$ cat src/rtl/eda_window_fetch.sv
// 3x3 window fetcher: on each accepted center address, reads the in-image
// neighbours from a 1-cycle-latency pixel memory and publishes the window.
module eda_window_fetch #(
    parameter int M            = 16,
    parameter int N            = 16,
    parameter int PIXEL_WIDTH  = 8,
    parameter int WINDOW_WIDTH = 9,
    parameter int ADDR_WIDTH   = $clog2(M*N)
) (
    input  logic                                clk,
    input  logic                                reset_n,
    input  logic                                req_valid,
    output logic                                req_ready,
    input  logic [ADDR_WIDTH-1:0]               center_addr,
    output logic                                mem_rd_en,
    output logic [ADDR_WIDTH-1:0]               mem_rd_addr,
    input  logic [PIXEL_WIDTH-1:0]              mem_rd_data,
    output logic                                new_pixel,
    output logic [PIXEL_WIDTH*WINDOW_WIDTH-1:0] window_values,
    output logic [WINDOW_WIDTH-2:0]             neigh_addr_valid,
    output logic [ADDR_WIDTH-1:0]               center_addr_out,
    output logic                                addr_err
);
    localparam int PW = PIXEL_WIDTH;
    localparam int AW = ADDR_WIDTH;

    typedef enum logic [1:0] {IDLE, FETCH, DRAIN, DONE} state_t;

    state_t                          state_q;
    logic [3:0]                      slot_q;
    logic [AW-1:0]                   center_q;
    logic                            err_q;
    logic [WINDOW_WIDTH-1:0]         mask_q;
    logic                            rd_en_q;
    logic [AW-1:0]                   rd_addr_q;
    logic                            pend_q;
    logic [3:0]                      pend_slot_q;
    logic                            pend_in_q;
    logic [PW-1:0]                   pix_q [WINDOW_WIDTH];
    logic [PW*WINDOW_WIDTH-1:0]      win_q;
    logic [WINDOW_WIDTH-2:0]         nav_q;
    logic [AW-1:0]                   cao_q;
    logic                            aerr_q;
    logic                            new_pixel_q;

    logic [3:0]                      slot_d;
    logic [WINDOW_WIDTH-1:0]         acc_mask_d;
    logic                            acc_err_d;
    logic [PW-1:0]                   cap_pix_d;

    // Slot k sits at offset (k/3-1, k%3-1); an out-of-range center has no valid slots.
    function automatic logic [WINDOW_WIDTH-1:0] in_image(input logic [AW-1:0] c);
        int row, col, r, cc;
        logic [WINDOW_WIDTH-1:0] m;
        m   = '0;
        row = int'(c) / N;
        col = int'(c) % N;
        if (int'(c) < M*N) begin
            for (int k = 0; k < WINDOW_WIDTH; k++) begin
                r    = row + k / 3 - 1;
                cc   = col + k % 3 - 1;
                m[k] = (r >= 0) && (r <= M-1) && (cc >= 0) && (cc <= N-1);
            end
        end
        return m;
    endfunction

    function automatic logic [AW-1:0] slot_addr(input logic [AW-1:0] c, input logic [3:0] k);
        int a;
        a = int'(c) + (int'(k) / 3 - 1) * N + int'(k) % 3 - 1;
        return AW'(a);
    endfunction

    always_comb begin
        slot_d     = slot_q + 4'd1;
        acc_mask_d = in_image(center_addr);
        acc_err_d  = (int'(center_addr) >= M*N);
        cap_pix_d  = pend_in_q ? mem_rd_data : '0;
    end

    always_ff @(posedge clk) begin
        if (!reset_n) begin
            state_q     <= IDLE;
            slot_q      <= '0;
            center_q    <= '0;
            err_q       <= 1'b0;
            mask_q      <= '0;
            rd_en_q     <= 1'b0;
            rd_addr_q   <= '0;
            pend_q      <= 1'b0;
            pend_slot_q <= '0;
            pend_in_q   <= 1'b0;
            win_q       <= '0;
            nav_q       <= '0;
            cao_q       <= '0;
            aerr_q      <= 1'b0;
            new_pixel_q <= 1'b0;
            for (int k = 0; k < WINDOW_WIDTH; k++) pix_q[k] <= '0;
        end else begin
            new_pixel_q <= 1'b0;
            rd_en_q     <= 1'b0;
            // Read issued this cycle returns next cycle; remember which slot it belongs to.
            pend_q      <= (state_q == FETCH);
            pend_slot_q <= slot_q;
            pend_in_q   <= rd_en_q;
            if (pend_q) pix_q[pend_slot_q] <= cap_pix_d;

            case (state_q)
                IDLE: begin
                    if (req_valid) begin
                        state_q   <= FETCH;
                        center_q  <= center_addr;
                        err_q     <= acc_err_d;
                        mask_q    <= acc_mask_d;
                        slot_q    <= '0;
                        rd_en_q   <= acc_mask_d[0];
                        rd_addr_q <= slot_addr(center_addr, 4'd0);
                    end
                end
                FETCH: begin
                    if (slot_q == 4'd8) begin
                        state_q <= DRAIN;
                    end else begin
                        slot_q    <= slot_d;
                        rd_en_q   <= mask_q[slot_d];
                        rd_addr_q <= slot_addr(center_q, slot_d);
                    end
                end
                DRAIN: begin
                    // Slot 8 data arrives this cycle, so merge it straight into the output.
                    state_q     <= DONE;
                    new_pixel_q <= 1'b1;
                    for (int k = 0; k < WINDOW_WIDTH; k++)
                        win_q[k*PW +: PW] <= (pend_q && pend_slot_q == 4'(k)) ? cap_pix_d : pix_q[k];
                    nav_q  <= {mask_q[8:5], mask_q[3:0]};
                    cao_q  <= center_q;
                    aerr_q <= err_q;
                end
                default: state_q <= IDLE;
            endcase
        end
    end

    // Gated by reset_n so ready is low while held in reset and high right after release.
    assign req_ready        = (state_q == IDLE) && reset_n;
    assign mem_rd_en        = rd_en_q;
    assign mem_rd_addr      = rd_addr_q;
    assign new_pixel        = new_pixel_q;
    assign window_values    = win_q;
    assign neigh_addr_valid = nav_q;
    assign center_addr_out  = cao_q;
    assign addr_err         = aerr_q;

endmodule

$ cat config.mk
export PLATFORM = sky130hd
export DESIGN_NAME = eda_window_fetch
export DESIGN_NICKNAME = d
export VERILOG_FILES = /design/src/rtl/eda_window_fetch.sv
export SDC_FILE = /design/constraint.sdc
export NUM_CORES = 1
export LEC_CHECK = 0
export ABC_CLOCK_PERIOD_IN_PS = 11500
export BUFFER_PORTS_ARGS = -buffer_cell sky130_fd_sc_hd__buf_2
export CAP_MARGIN = 20
export CORE_MARGIN = 4
export CORE_UTILIZATION = 28
export CTS_CLUSTER_DIAMETER = 200
export CTS_CLUSTER_SIZE = 8
export DETAILED_ROUTE_END_ITERATION = 7
export PLACE_DENSITY = 0.48
export SYNTH_ARGS = -nofsm -noshare
export SYNTH_HDL_FRONTEND = slang
export SYNTH_SLANG_ARGS = --single-unit
export TNS_END_PERCENT = 50
$ cat constraint.sdc
create_clock -name clk -period 11.5 [get_ports clk]
set_input_delay 1.725 -clock clk [delete_from_list [all_inputs] [get_ports clk]]
set_output_delay 1.725 -clock clk [all_outputs]
set_load 0.005 [all_outputs]
======== Word-level counts from Yosys, hierarchy flattened ========
Memory sizes are Yosys's and may differ from the RTL's. A register that Yosys moved wholly into a read port is not among the register bits.
Cells that the tools add are included.
word-level totals
  bits in writable memories ............... 72
  memories kept ........................... 1
  memory bits (read-only) ................. 0
  output and inout bits ................... 100
  bits in latches ......................... 0
  register bits ........................... 55
  input port bits ......................... 19
  logic and storage cells ................. 111
memory list
  memory  words  bits a word  rd ports  clocked after Yosys merged registers in  wr ports  RTL line  RTL
  pix_q   9      8            9         9                                        9         39        logic [PW-1:0] pix_q [WINDOW_WIDTH];
operators by class
  bitwise gates (word level) .............. 0
  $lt $le $gt $ge ......................... 13
  eq/ne operators ......................... 6
  multiply operators ...................... 0
  $add $sub $neg .......................... 17
  muxes and demuxes ....................... 23
  reductions and logical operators ........ 37
  div/mod/pow operators ................... 2
  shifts and indexed selects .............. 0
operators with widths
  cell                                                             count
  divider 5 x 3 -> 32 bit (second input constant)                  1
  remainder unit 5 x 3 -> 32 bit (second input constant)           1
  two-way mux 8 bit                                                4
  >= comparator 6 x 1 -> 1 bit (second input constant)             4
  less-or-equal comparator 6 x 5 -> 1 bit (second input constant)  4
  subtractor 5 x 1 -> 6 bit (second input constant)                4
  logical AND 1 bit                                                22
  adder 8 bit                                                      2
  case mux 8 bit (2 select lines)                                  1
  subtractor 8 x 2 -> 8 bit (second input constant)                2
  two-way mux 4 bit                                                3
  adder 4 x 1 -> 5 bit (second input constant)                     2
  adder 4 x 2 -> 5 bit (second input constant)                     2
  >= comparator 5 x 1 -> 1 bit (second input constant)             2
  less-or-equal comparator 5 bit (second input constant)           2
  subtractor 4 x 1 -> 5 bit (second input constant)                2
  zero test 1 bit                                                  9
  two-way mux 1 bit                                                9
  adder 8 x 5 -> 8 bit (second input constant)                     1
  case mux 4 bit (2 select lines)                                  1
  OR reduction 8 bit                                               1
  case mux 2 bit (3 select lines)                                  1
  < comparator 4 x 5 -> 1 bit (second input constant)              1
  adder 4 x 1 -> 4 bit (second input constant)                     1
  other kinds (13)                                                 16

======== Logic depth before layout (Yosys ltp) ========
  word-level depth ........................ 8
  mapped depth ............................ 28
  gate-level depth less buffers ........... 26

======== Least setup slack after synthesis ========
No wires, ideal clock.
  path type ............................... flip-flop to flip-flop
  start ................................... register slot_q[0]
  end ..................................... register rd_addr_q[7] (netlist: mem_rd_addr[7])
  setup time .............................. 0.125 ns
  data required time ...................... 11.375 ns
  buffers on the path ..................... 2
  setup slack ............................. 5.809 ns
  stages on the path, launching flop included .. 28
  data arrival time ....................... 5.566 ns
  period minus slack after synthesis ...... 5.691 ns
  path through ............................ dfxtp_1 -> buf_6 -> nand3_1 -> xnor2_1 -> inv_1 -> ha_1 -> ha_1 -> a211oi_2 -> o21ai_4 -> nor2_1 -> xnor2_1 -> ha_1 -> and4b_1 -> buf_6 -> nor3_2 -> xor2_1 -> a2bb2oi_1 -> ha_1 -> inv_1 -> fa_1 -> ha_1 -> o21ai_0 -> o21bai_1 -> a21oi_1 -> xnor2_1 -> xnor2_1 -> nor4_1 -> o31ai_1
on the way
  cells in the longest elaborated chain, start to end .. 8
  elaborated cells on any way between the ends .. 12
ends and longest elaborated chain
  element                          RTL line  RTL
  start, declared                  30        logic [3:0] slot_q;
  start signal, assigned           124       slot_q <= slot_d;
  adder 4 x 1 -> 4 bit             75        slot_d = slot_q + 4'd1;
  divider 5 x 3 -> 32 bit          70        a = int'(c) + (int'(k) / 3 - 1) * N + int'(k) % 3 - 1;
  subtractor 4 x 2 -> 4 bit        70
  adder 8 bit (2 in series)        70
  subtractor 8 x 2 -> 8 bit        70
  two-way mux 8 bit                121       if (slot_q == 4'd8) begin
  case mux 8 bit (2 select lines)  108       case (state_q)
  end signal, assigned             117       rd_addr_q <= slot_addr(center_addr, 4'd0);
  end signal, assigned             126       rd_addr_q <= slot_addr(center_q, slot_d);
  end, declared                    35        logic [AW-1:0] rd_addr_q;
Parallel ways exist; a longest one is shown, timed or not. The select of a mux whose other input is x is not followed.
A chain may end at the register's enable or synchronous reset.

======== Worst setup path after layout ========
Same ends and word-level chain as after synthesis.

==> run summary <==
Adder-Cell Fraction of Synth Area: 6.453%
height of the chip: 187.2 um
Post-Syn Instances: 936
Syn. warnings: 0
mux cell area share after synthesis: 3.171%
Worst Tran Pin Value: 0.8728 ns
Root Driver: clkbuf_16
post-synthesis compound-gate area fraction: 18.68%
H-tree Lvls: 4
R2R Setup Slk: 4.77 ns
met3 wire length: 1121 um
Required @ worst endpoint: 11.82 ns
CTS Hold Bufs: 0
crit-path max cell delay: 0.64 ns
n_diodes: 0
number of cell rows: 65
cell taking the most area after synthesis: dfxtp_1
Skew-Pair Late Insertion Delay: 0.44 ns
Avg Synthesized Cell Area: 9.611 um^2
worst setup path class: register to register
syn nets: 999
crit path buf inv count: 2
final design area excluding fillers: 10470 um^2
vias in the first global route: 6579
DP Worst Slack: 4.797 ns
clock tree buffer depth: 2
Max Cap Viol: 0
relative slew slack: 41.82%
Reg-to-Reg End: mem_rd_addr[7]$_SDFFE_PN0P_
synth top area cells: dfxtp_1 28%, edfxtp_1 24%, a21oi_1 8.8%, ha_1 5.6%, o21ai_0 4.8%
path depth of the worst reg2reg path: 25
initial antenna violation count: 1
Worst-path clk slew: 0.08 ns
largest family of logic cells by synthesized area: compound AO/OA/AOI/OAI gates
Post-CTS Resized: 0
Final ANT Viol Nets: 0
Hold Crit Endpoint: pend_in_q$_SDFF_PN0_
clock sinks: 199
final wirelength: 23050 um
Slew Viols, Final: 0
status: finished, final reports clean
CP Data Arrival Time: 7.06 ns
post-place instance area: 9881 um^2
number of library cell types mapped by synthesis: 59
setup total negative slack: 0 ns
unrepaired setup endpoints after global routing: no
all-layer global routing usage: 13.11%
Remaining Overflow, GRT: 0
layout cells sized above 1: 15.92%
DRC violations left: 0
HP Class: register to register
met1 wire length: 11860 um
Crit. Startpoint: slot_q[0]$_SDFFE_PN0P_
Post-Syn Area: 8996 um^2
setup ws final: 4.766 ns
Iter 0 DRT Violations: 396
critical-path maximum fanout: 13
Hold Fails Final Rpt: 0
Worst Hold Launch: mem_rd_en$_SDFF_PN0_
input/output buffers: 117
Worst Setup Start Kind: register
fraction of the mapped netlist area in simple logic gates: 12.74%
synthesis-stage register bit count: 199
Crit path top cell by count: ha_1
global-route wire length before repair: 37270 um
top-area cell type share of the netlist area: 28.26%
sequential element share of the synthesized area: 52.29%
XOR/XNOR Fraction of Synth Area: 2.142%
core area: 31640 um^2
Worst path top cell family by delay: adder cells
routed length per instance: 16.09 um
average vias per placed instance: 4.755
Main synth FF type: dfxtp_1
min Tclk post-route: 6.734 ns
post-CTS setup buffers: 0
Top Layer Used: met5
RR Startpoint: slot_q[0]$_SDFFE_PN0P_
period utilization: 58.56%
FMAX: 148.5 MHz
layout filler cell count: 3311
Setup crit end kind: register
number of flops mapped to enable cells by yosys: 72
Initial Util: 28.44%
I/O pin count: 119
final setup vio count: 0
Hold Crit Depth: 1
largest net degree at the start of global routing: 100
die width: 187.2 um
Pwr Density: 182.0 nW/um^2
routability cong.: 0.7859
met2 wire len: 9852 um
Initial DRT Pass Iterations: 5
total CTS buffers: 17
CTS tree: built
Post-synth ARST share: 0%
NumNets Final: 1080
leak pwr: 4.183 nW
post-DP HPWL: 15520 um
Max IR drop VDD: 0.0001226 V
clock skew: 0.009475 ns
slowest CP cell: dfxtp_1
die area: 35060 um^2
P&R area growth vs syn: 16.36%
Via Count: 6809
## layout make-up
type                            instances  area, um^2  share of cell area [%]
Clock buffer                           18       429.2                   4.100
Clock inverter                         14       157.7                   1.506
Inverter                               43       161.4                   1.542
Multi-Input combinational cell        636        3901                   37.27
Sequential cell                       199        4705                   44.94
Tap cell                              402       503.0                   4.805
Timing Repair Buffer                  120       610.6                   5.833
## logic make-up (layout without fill, tap and decap cells)
group           count (synthesis)  count (layout)
compound gates                299             299
simple gates                  244             244
flops                         199             199
buf+inv                       101             195
fa+ha+maj                      44              44
mux                            26              26
xor+xnor                       22              22
other cells                     1               1
## stage by stage
step	utilization, %	std cells	hold slack, ns	total power [mW]
3_3_place_gp	31.23	1400	0.4537	1.325
6_report	33.09	1432	0.4623	1.905
3_5_place_dp	31.23	1400	0.4565	1.328
4_1_cts	33.09	1432	0.4715	1.934
2_1_floorplan	-	936	0.4354	1.166
5_1_grt	33.09	1432	0.4962	2.031
## flip-flops by register name, indices dropped and copies added (netlist names)
register / flops
center_addr_out: 8
mask_q: 9
window_values: 72
pix_q: 72
state_q: 2
slot_q: 4
center_q: 8
new_pixel: 1
pend_slot_q: 4
neigh_addr_valid: 8
mem_rd_addr: 8
pend_q: 1
pend_in_q: 1
mem_rd_en: 1
## cell usage in the layout, fill, tap and decap left out, drive strengths merged, types with 7 or more instances in the layout
cell    netlist  final
a21boi       14     14
a21oi       159    159
and2          9      9
buf          10    120
clkbuf       48     18
clkinv        0      9
dfxtp       127    127
edfxtp       72     72
ha           40     40
inv          43     48
mux2i        24     24
nand2        65     65
nand2b       10     10
nand3         9      9
nor2         95     95
nor2b        27     27
nor3          9      9
o21ai        88     88
xnor2        15     15
xor2          7      7
## power by group
part	switching, mW	internal, mW	leakage, nW
Clock	0.306	0.292	0.283
Combinational	0.257	0.191	2.12
Sequential	0.0492	0.810	1.78
Total	0.612	1.29	4.18
## worst max path at each step
stage                                       end  slack [ns]  depth (start not counted)
floorplan           mem_rd_addr[7]$_SDFFE_PN0P_        5.81                         27
global placement    mem_rd_addr[7]$_SDFFE_PN0P_        5.08                         25
global route        mem_rd_addr[7]$_SDFFE_PN0P_        4.05                         25
detailed placement  mem_rd_addr[7]$_SDFFE_PN0P_        4.80                         25
finish              mem_rd_addr[7]$_SDFFE_PN0P_        4.77                         25
CTS                 mem_rd_addr[7]$_SDFFE_PN0P_        4.75                         25
## cell usage after synthesis (all sizes together) (5+ instances only)
cell type	instances
a211oi	5
xor2	7
and2	9
nor3	9
ha	40
dfxtp	127
a21boi	14
o211ai	6
nor2b	27
nand3	9
xnor2	15
nand3b	6
a21oi	159
nor2	95
edfxtp	72
mux2i	24
o21ai	88
clkbuf	48
buf	10
nand2	65
nand2b	10
inv	43
## worst register-to-register path: stages (launching register included)
cell       delay [ns]
dfxtp_1          0.64
nand3_1          0.16
xnor2_1          0.49
inv_1            0.17
ha_1             0.32
ha_1             0.29
a211oi_2         0.31
o21ai_4          0.16
nor2_1           0.39
xnor2_1          0.20
ha_1             0.30
and4b_1          0.37
nor3_2           0.23
xor2_1           0.16
a2bb2oi_1        0.21
ha_1             0.17
inv_1            0.05
fa_1             0.46
ha_1             0.37
o21ai_0          0.23
o21bai_1         0.10
a21oi_1          0.18
xnor2_1          0.15
xnor2_1          0.10
nor4_1           0.31
o31ai_1          0.11
## layer usage
metal  global-route usage, %  vias to the layer above
met4                   2.958                        2
met5                       0                        -
met2                   19.71                      172
met3                   3.042                       16
li1                        -                     3425
met1                   19.17                     3194
No activity file was read; power rests on OpenSTA's default activity.
